==> config.mk <==
export PLATFORM = sky130hd
export DESIGN_NAME = mipi_csi_rx_packet_decoder_8b2lane_flat
export DESIGN_NICKNAME = d
export VERILOG_FILES = /design/src/rtl/mipi_csi_pkg.sv /design/src/rtl/mipi_csi_rx_packet_decoder_8b2lane_if.sv /design/src/rtl/mipi_csi_rx_packet_decoder_8b2lane.sv /design/src/flat_wrapper.sv
export SDC_FILE = /design/constraint.sdc
export NUM_CORES = 1
export LEC_CHECK = 0
export BUFFER_PORTS_ARGS = -buffer_cell sky130_fd_sc_hd__buf_2
export CAP_MARGIN = 20
export CORE_MARGIN = 2
export CORE_UTILIZATION = 50
export CTS_CLUSTER_SIZE = 14
export DETAILED_ROUTE_END_ITERATION = 7
export GPL_TIMING_DRIVEN = 0
export PLACE_DENSITY = 0.79
export SLEW_MARGIN = 0
export SYNTH_ARGS = -nofsm -noshare
export SYNTH_HDL_FRONTEND = slang
export SYNTH_SLANG_ARGS = --single-unit
==> constraint.sdc <==
create_clock -name clk_i -period 5.1 [get_ports clk_i]
set_input_delay 1.02 -clock clk_i [delete_from_list [all_inputs] [get_ports clk_i]]
set_output_delay 1.02 -clock clk_i [all_outputs]
set_load 0.01 [all_outputs]
==> src/rtl/mipi_csi_pkg.sv <==
`default_nettype none
// ============================================================================
//  Module      : mipi_csi_pkg
//  Description : CSI-2 data-type codes and header-parser state encoding
//  Revision    : 1.0 - initial release
// ============================================================================
package mipi_csi_pkg;

  localparam logic [5:0] c_dt_fs        = 6'h00;
  localparam logic [5:0] c_dt_fe        = 6'h01;
  localparam logic [5:0] c_dt_short_lim = 6'h10;
  localparam logic [5:0] c_dt_raw10     = 6'h2B;
  localparam logic [5:0] c_dt_raw12     = 6'h2C;
  localparam logic [5:0] c_dt_raw14     = 6'h2D;

  typedef enum logic [2:0] {
    ST_IDLE    = 3'd0,
    ST_HDR_B   = 3'd1,
    ST_PAYLOAD = 3'd2,
    ST_SKIP    = 3'd3,
    ST_TRAIL   = 3'd4
  } state_t;

  function automatic logic is_raw_dt(input logic [5:0] dt);
    return (dt == c_dt_raw10) || (dt == c_dt_raw12) || (dt == c_dt_raw14);
  endfunction

endpackage
`default_nettype wire

==> src/rtl/mipi_csi_rx_packet_decoder_8b2lane_if.sv <==
`default_nettype none
// ============================================================================
//  Module      : mipi_csi_rx_packet_decoder_8b2lane_if
//  Description : Aligned 2-lane byte stream in, RAW payload words and strobes out
//  Revision    : 1.0 - initial release
// ============================================================================
interface mipi_csi_rx_packet_decoder_8b2lane_if;

  logic        data_valid_i;
  logic [15:0] data_i;
  logic        data_valid_o;
  logic [15:0] data_o;
  logic [2:0]  packet_type_o;
  logic        frame_start_o;
  logic        frame_end_o;
  logic        packet_error_o;

  // decoder side
  modport slave (
    input  data_valid_i, data_i,
    output data_valid_o, data_o, packet_type_o,
           frame_start_o, frame_end_o, packet_error_o
  );

  // lane-aligner / depacker side
  modport master (
    output data_valid_i, data_i,
    input  data_valid_o, data_o, packet_type_o,
           frame_start_o, frame_end_o, packet_error_o
  );

endinterface
`default_nettype wire

==> src/rtl/mipi_csi_rx_packet_decoder_8b2lane.sv <==
`default_nettype none
// ============================================================================
//  Module      : mipi_csi_rx_packet_decoder_8b2lane
//  Description : Strips CSI-2 header/CRC, forwards RAW10/12/14 payload words,
//                decodes FS/FE short packets into strobes
//  Revision    : 1.0 - initial release
// ============================================================================
module mipi_csi_rx_packet_decoder_8b2lane
  import mipi_csi_pkg::*;
#(
  parameter logic [1:0] VC_ID    = 2'd0,
  parameter int         WC_WIDTH = 16
) (
  input  wire logic clk_i,
  input  wire logic reset_i,
  mipi_csi_rx_packet_decoder_8b2lane_if.slave bus
);

  localparam logic [WC_WIDTH-1:0] c_two = WC_WIDTH'(2);

  state_t              r_state;
  logic [7:0]          r_di;
  logic [7:0]          r_wc_l;
  logic [WC_WIDTH-1:0] r_cnt;
  logic                r_data_valid;
  logic [15:0]         r_data;
  logic [2:0]          r_packet_type;
  logic                r_frame_start;
  logic                r_frame_end;
  logic                r_packet_error;

  logic [WC_WIDTH-1:0] w_wc;
  logic [5:0]          w_dt;
  logic                w_vc_ok;
  logic                w_cnt_last;
  logic [WC_WIDTH-1:0] w_cnt_next;

  assign w_wc       = WC_WIDTH'({bus.data_i[7:0], r_wc_l});
  assign w_dt       = r_di[5:0];
  assign w_vc_ok    = (r_di[7:6] == VC_ID);
  // Saturating decrement: an odd count ends at 1, never wraps
  assign w_cnt_last = (r_cnt <= c_two);
  assign w_cnt_next = w_cnt_last ? '0 : (r_cnt - c_two);

  always_ff @(posedge clk_i) begin
    if (reset_i) begin
      r_state        <= ST_IDLE;
      r_di           <= '0;
      r_wc_l         <= '0;
      r_cnt          <= '0;
      r_data_valid   <= 1'b0;
      r_data         <= '0;
      r_packet_type  <= '0;
      r_frame_start  <= 1'b0;
      r_frame_end    <= 1'b0;
      r_packet_error <= 1'b0;
    end else begin
      r_data_valid   <= 1'b0;
      r_data         <= '0;
      r_frame_start  <= 1'b0;
      r_frame_end    <= 1'b0;
      r_packet_error <= 1'b0;
      if (!bus.data_valid_i) begin
        // Burst ended: truncation is only an error while payload is still owed
        r_state <= ST_IDLE;
        r_cnt   <= '0;
        if (r_state == ST_PAYLOAD || r_state == ST_SKIP) begin
          r_packet_error <= 1'b1;
        end
      end else begin
        case (r_state)
          ST_IDLE: begin
            r_di    <= bus.data_i[7:0];
            r_wc_l  <= bus.data_i[15:8];
            r_state <= ST_HDR_B;
          end
          ST_HDR_B: begin
            if (w_dt < c_dt_short_lim) begin
              r_frame_start <= w_vc_ok && (w_dt == c_dt_fs);
              r_frame_end   <= w_vc_ok && (w_dt == c_dt_fe);
              r_state       <= ST_TRAIL;
            end else if (is_raw_dt(w_dt) && w_vc_ok && (w_wc != '0)) begin
              r_packet_type <= w_dt[2:0];
              r_cnt         <= w_wc;
              r_state       <= ST_PAYLOAD;
            end else begin
              r_cnt   <= w_wc;
              r_state <= ST_SKIP;
            end
          end
          ST_PAYLOAD: begin
            r_data_valid <= 1'b1;
            r_data       <= bus.data_i;
            r_cnt        <= w_cnt_next;
            if (w_cnt_last) begin
              r_state <= ST_TRAIL;
            end
          end
          ST_SKIP: begin
            r_cnt <= w_cnt_next;
            if (w_cnt_last) begin
              r_state <= ST_TRAIL;
            end
          end
          ST_TRAIL: begin
            r_state <= ST_TRAIL;
          end
          default: begin
            r_state <= ST_IDLE;
          end
        endcase
      end
    end
  end

  assign bus.data_valid_o   = r_data_valid;
  assign bus.data_o         = r_data;
  assign bus.packet_type_o  = r_packet_type;
  assign bus.frame_start_o  = r_frame_start;
  assign bus.frame_end_o    = r_frame_end;
  assign bus.packet_error_o = r_packet_error;

endmodule
`default_nettype wire

==> src/flat_wrapper.sv <==
// flat-port wrapper written by rule: the top's interface ports become plain ports
module mipi_csi_rx_packet_decoder_8b2lane_flat import mipi_csi_pkg::*;
#(
  parameter logic [1:0] VC_ID    = 2'd0,
  parameter int         WC_WIDTH = 16
)
  (clk_i, reset_i, bus_data_valid_i, bus_data_i, bus_data_valid_o, bus_data_o, bus_packet_type_o, bus_frame_start_o, bus_frame_end_o, bus_packet_error_o);
  mipi_csi_rx_packet_decoder_8b2lane_if bus_i ();
  input  wire logic clk_i;
  input  wire logic reset_i;
  input wire logic [$bits(bus_i.data_valid_i)-1:0] bus_data_valid_i;
  input wire logic [$bits(bus_i.data_i)-1:0] bus_data_i;
  output wire logic [$bits(bus_i.data_valid_o)-1:0] bus_data_valid_o;
  output wire logic [$bits(bus_i.data_o)-1:0] bus_data_o;
  output wire logic [$bits(bus_i.packet_type_o)-1:0] bus_packet_type_o;
  output wire logic [$bits(bus_i.frame_start_o)-1:0] bus_frame_start_o;
  output wire logic [$bits(bus_i.frame_end_o)-1:0] bus_frame_end_o;
  output wire logic [$bits(bus_i.packet_error_o)-1:0] bus_packet_error_o;
  assign bus_i.data_valid_i = bus_data_valid_i;
  assign bus_i.data_i = bus_data_i;
  assign bus_data_valid_o = bus_i.data_valid_o;
  assign bus_data_o = bus_i.data_o;
  assign bus_packet_type_o = bus_i.packet_type_o;
  assign bus_frame_start_o = bus_i.frame_start_o;
  assign bus_frame_end_o = bus_i.frame_end_o;
  assign bus_packet_error_o = bus_i.packet_error_o;
  mipi_csi_rx_packet_decoder_8b2lane #(.VC_ID(VC_ID), .WC_WIDTH(WC_WIDTH)) u_core (.clk_i(clk_i), .reset_i(reset_i), .bus(bus_i));
endmodule
==> impl_metrics.toml <==
[logic_synthesis]
synth_seq_area_share_pct = 47.0
synth_common_cells = "58 x dfxtp_1, 47 x nand2_1, 24 x a21oi_1, 18 x and2_1, 18 x nor2_1"
synth_area_leader_cell = "dfxtp_1"
yosys.cell_count.top_type = "dfxtp_1"
syn_area_mm2 = 0.00247
ys_ff_latch = 58
yosys-top-cells-area = "dfxtp_1 47%, nand2_1 7.1%, a21oi_1 4.9%, and2_1 4.6%, a32o_1 3.2%"
ys_types = 51
syn_nets = 302
ys_warn_count = 0
synth_edf_count = 0
synth.avg_cell_area_um2 = 8.76
synth_flop_cell = "dfxtp_1"
synthArstFlopShare_pct = 0
netlist_instances = 282
synth_top_area_share_pct = 47.0

[sta]
max_slew_margin_pct = 50.1
min_period_over_period_pct = 42.1
tns_ns = 0
tightest_slew_ns = 0.744
setup_violations = 0
min_period_ns = 2.15
fin_ws_ns = 2.95
clock_skew_ns = 0.00927
grt_setup_unrepaired = "false"
slew_viol_final = 0
max_clock_freq_mhz = 466
hold_violations = 0

[power]
power_switching_mw = 0.241
peakVddDrop_v = 0.000141
power_mw = 1.02
power.leakage_nw = 1.27
intPower_mw = 0.783
swShare_pct = 23.6
pwr-share-comb_pct = 8.3
clockPowerShare_pct = 45.3
powerDensity_mw_per_mm2 = 344
seqPwrFrac_pct = 46.4

[clock_network]
clock_sinks = 58
insertion_delay_ns = 0.34
cts_buffers = 9
postCtsSetupBuffers = 0
htree_levels = 3
holdBufCountCts = 0
clkSlewWorstSetupHoldPaths_ns = 0.06
cts_tree = "yes"
ctsLongestPathBuffers = 2
cts_resized = 0
cts_root_buffer = "clkbuf_8"

[flow_run]
maxCapViolCount = 0

[global_routing]
grt_max_degree = 11
antenna_found_initial = 0
grt_overflow = 0
grt_pass1_wl_mm = 9.76
grt_pass1_vias = 2059
grt_use_total_pct = 23.6

[setup_path]
crit_family = "simple AND/OR/NAND/NOR gates"
arrival_ns = 2.41
path_buf_inv = 2
cp.required_ns = 5.37
critPathKind = "in2reg"
slowest_delay_ns = 0.58
critical_path.slowest_cell = "nor4b_2"
cp-start-kind = "input port"
reg2regPathDepth = 7
crit_path_end_kind = "flip-flop"
cp.depth = 5
cp_max_fo = 10
cp_cell_sequence = "buf_2 -> nor4b_2 -> clkbuf_1 -> nand2_1 -> a21oi_1"

[floorplanning]
dieWidth_um = 74.3
die_h_um = 74.3
initial_core_util_pct = 52.0
die_area_mm2 = 0.00552
core_mm2 = 0.00475
ioPinCount = 42
rows = 25

[cells_and_area]
stdcell_count = 406
layout-drive-gt1-share_pct = 20.4
num_antenna_cells = 0
fin_nets = 354
postLayoutCoreUtil_pct = 62.7
n_fill_cell = 411
syn2layout_area_growth_pct = 20.6

[placed_design]
port-buffer-count = 41
numPlacedInstances = 390
dp_worst_setup_slack_ns = 2.62
place_hpwl_mm = 4.32
gp_congestion = 0.906

[min_path]
min-delay-path-class = "reg2reg"
min_path_cells = 2

[detailed_routing]
wl_per_cell_um = 15.1
wl_mm = 6.12
post-route-drc-count = 0
ant_nets = 0
routed-via-count = 2290
via_per_inst = 5.64
dr.pass1.iters = 4
drt_iter0_drc = 205

[run_status]
outcome = "complete, no violations"
==> kinds of logic after synthesis <==
kind of cell / after synthesis / synth area share (%)
buffers and inverters: 19 / 3.39
flip-flops: 58 / 47.0
adder cells (fa/ha/maj): 1 / 0.506
AO/OA/AOI/OAI: 71 / 18.3
XOR/XNOR: 2 / 0.709
AND/OR/NAND/NOR: 126 / 28.1
multiplexers: 5 / 2.03
==> final cells by class <==
type | instances | area [um2] | area share (%)
Buffer | 14 | 65.1 | 2.18
Timing Repair Buffer | 41 | 205 | 6.89
Inverter | 5 | 18.8 | 0.630
Clock buffer | 11 | 141 | 4.75
Tap cell | 67 | 83.8 | 2.81
Sequential cell | 58 | 1160 | 39.0
Clock inverter | 5 | 77.6 | 2.60
Multi-Input combinational cell | 205 | 1230 | 41.2
==> routing by layer <==
| metal | global-route usage (%) | share of wire [%] | vias up |
|---|---|---|---|
| met1 | 30.3 | 45 | 1046 |
| li1 | - | - | 1125 |
| met3 | 5.56 | 8.4 | 11 |
| met2 | 37.2 | 45 | 108 |
| met5 | 0 | 0 | - |
| met4 | 12.1 | 1.8 | 0 |
==> through the flow <==
stage | cell area, um2 | hold WS [ns]
final | 2980 | 0.454
after global routing | 2980 | 0.479
after CTS | 2980 | 0.457
after detailed placement | 2760 | 0.448
after global placement | 2760 | 0.444
after floorplan | 2470 | 0.436
==> sequential cells by signal, summed over array words and instances, names as in the netlist <==
signal,flops
u_core.bus.frame_end_o,1
u_core.r_wc_l,8
u_core.r_state,3
u_core.bus.packet_error_o,1
u_core.bus.frame_start_o,1
u_core.bus.data_o,16
u_core.r_di,8
u_core.r_cnt,16
u_core.bus.packet_type_o,3
u_core.bus.data_valid_o,1
==> cell usage in the layout, fill, tap and decap left out, types with 2 or more instances in the layout <==
cell / synthesis / final
mux2i_1: 5 / 5
a31oi_1: 5 / 5
nor2_1: 18 / 18
o21ai_0: 14 / 14
nor2b_1: 2 / 2
nor4_1: 7 / 7
o21a_1: 4 / 4
a22oi_1: 3 / 3
clkbuf_8: 0 / 10
nand3_1: 3 / 3
inv_1: 5 / 5
nand4_1: 4 / 4
nor4b_1: 2 / 2
buf_2: 4 / 45
nand2_1: 47 / 47
and3_1: 3 / 3
or4_1: 2 / 2
clkinv_2: 0 / 2
clkbuf_1: 9 / 10
nor3_1: 5 / 5
and2_1: 18 / 18
o21ai_1: 3 / 3
dfxtp_1: 58 / 58
nand2b_1: 2 / 2
a32o_1: 8 / 8
bufinv_16: 0 / 2
a21oi_1: 24 / 24
==> worst paths after layout <==
check | startpoint | end | slack (ns)
worst max-delay path | bus_data_valid_i | u_core.r_di[7] | 2.95
worst min-delay path | u_core.r_di[6] | u_core.r_di[6] | 0.45
worst max register to register | u_core.r_cnt[1] | u_core.r_cnt[9] | 3.07
worst min register to register | u_core.r_di[6] | u_core.r_di[6] | 0.45
==> power groups by stage <==
stage                     sequential, mW  combinational (mW)  clock (mW)
final                              0.475              0.0847       0.464
after global routing               0.476              0.0932       0.494
after global placement             0.485              0.0810           0
after CTS                          0.475              0.0830       0.471
after detailed placement           0.485              0.0823           0
after floorplan                    0.482              0.0551           0
==> worst register-to-register path: cells and delay by family, from the launching register on <==
family	cells	cell delay, ns
and+or+nand+nor	4	1.12
DFF	1	0.38
AOI/OAI and AO/OA	1	0.19
adders and majority gates	1	0.18
buffers and inverters	1	0.08
Power figures use the tool's default switching activity.
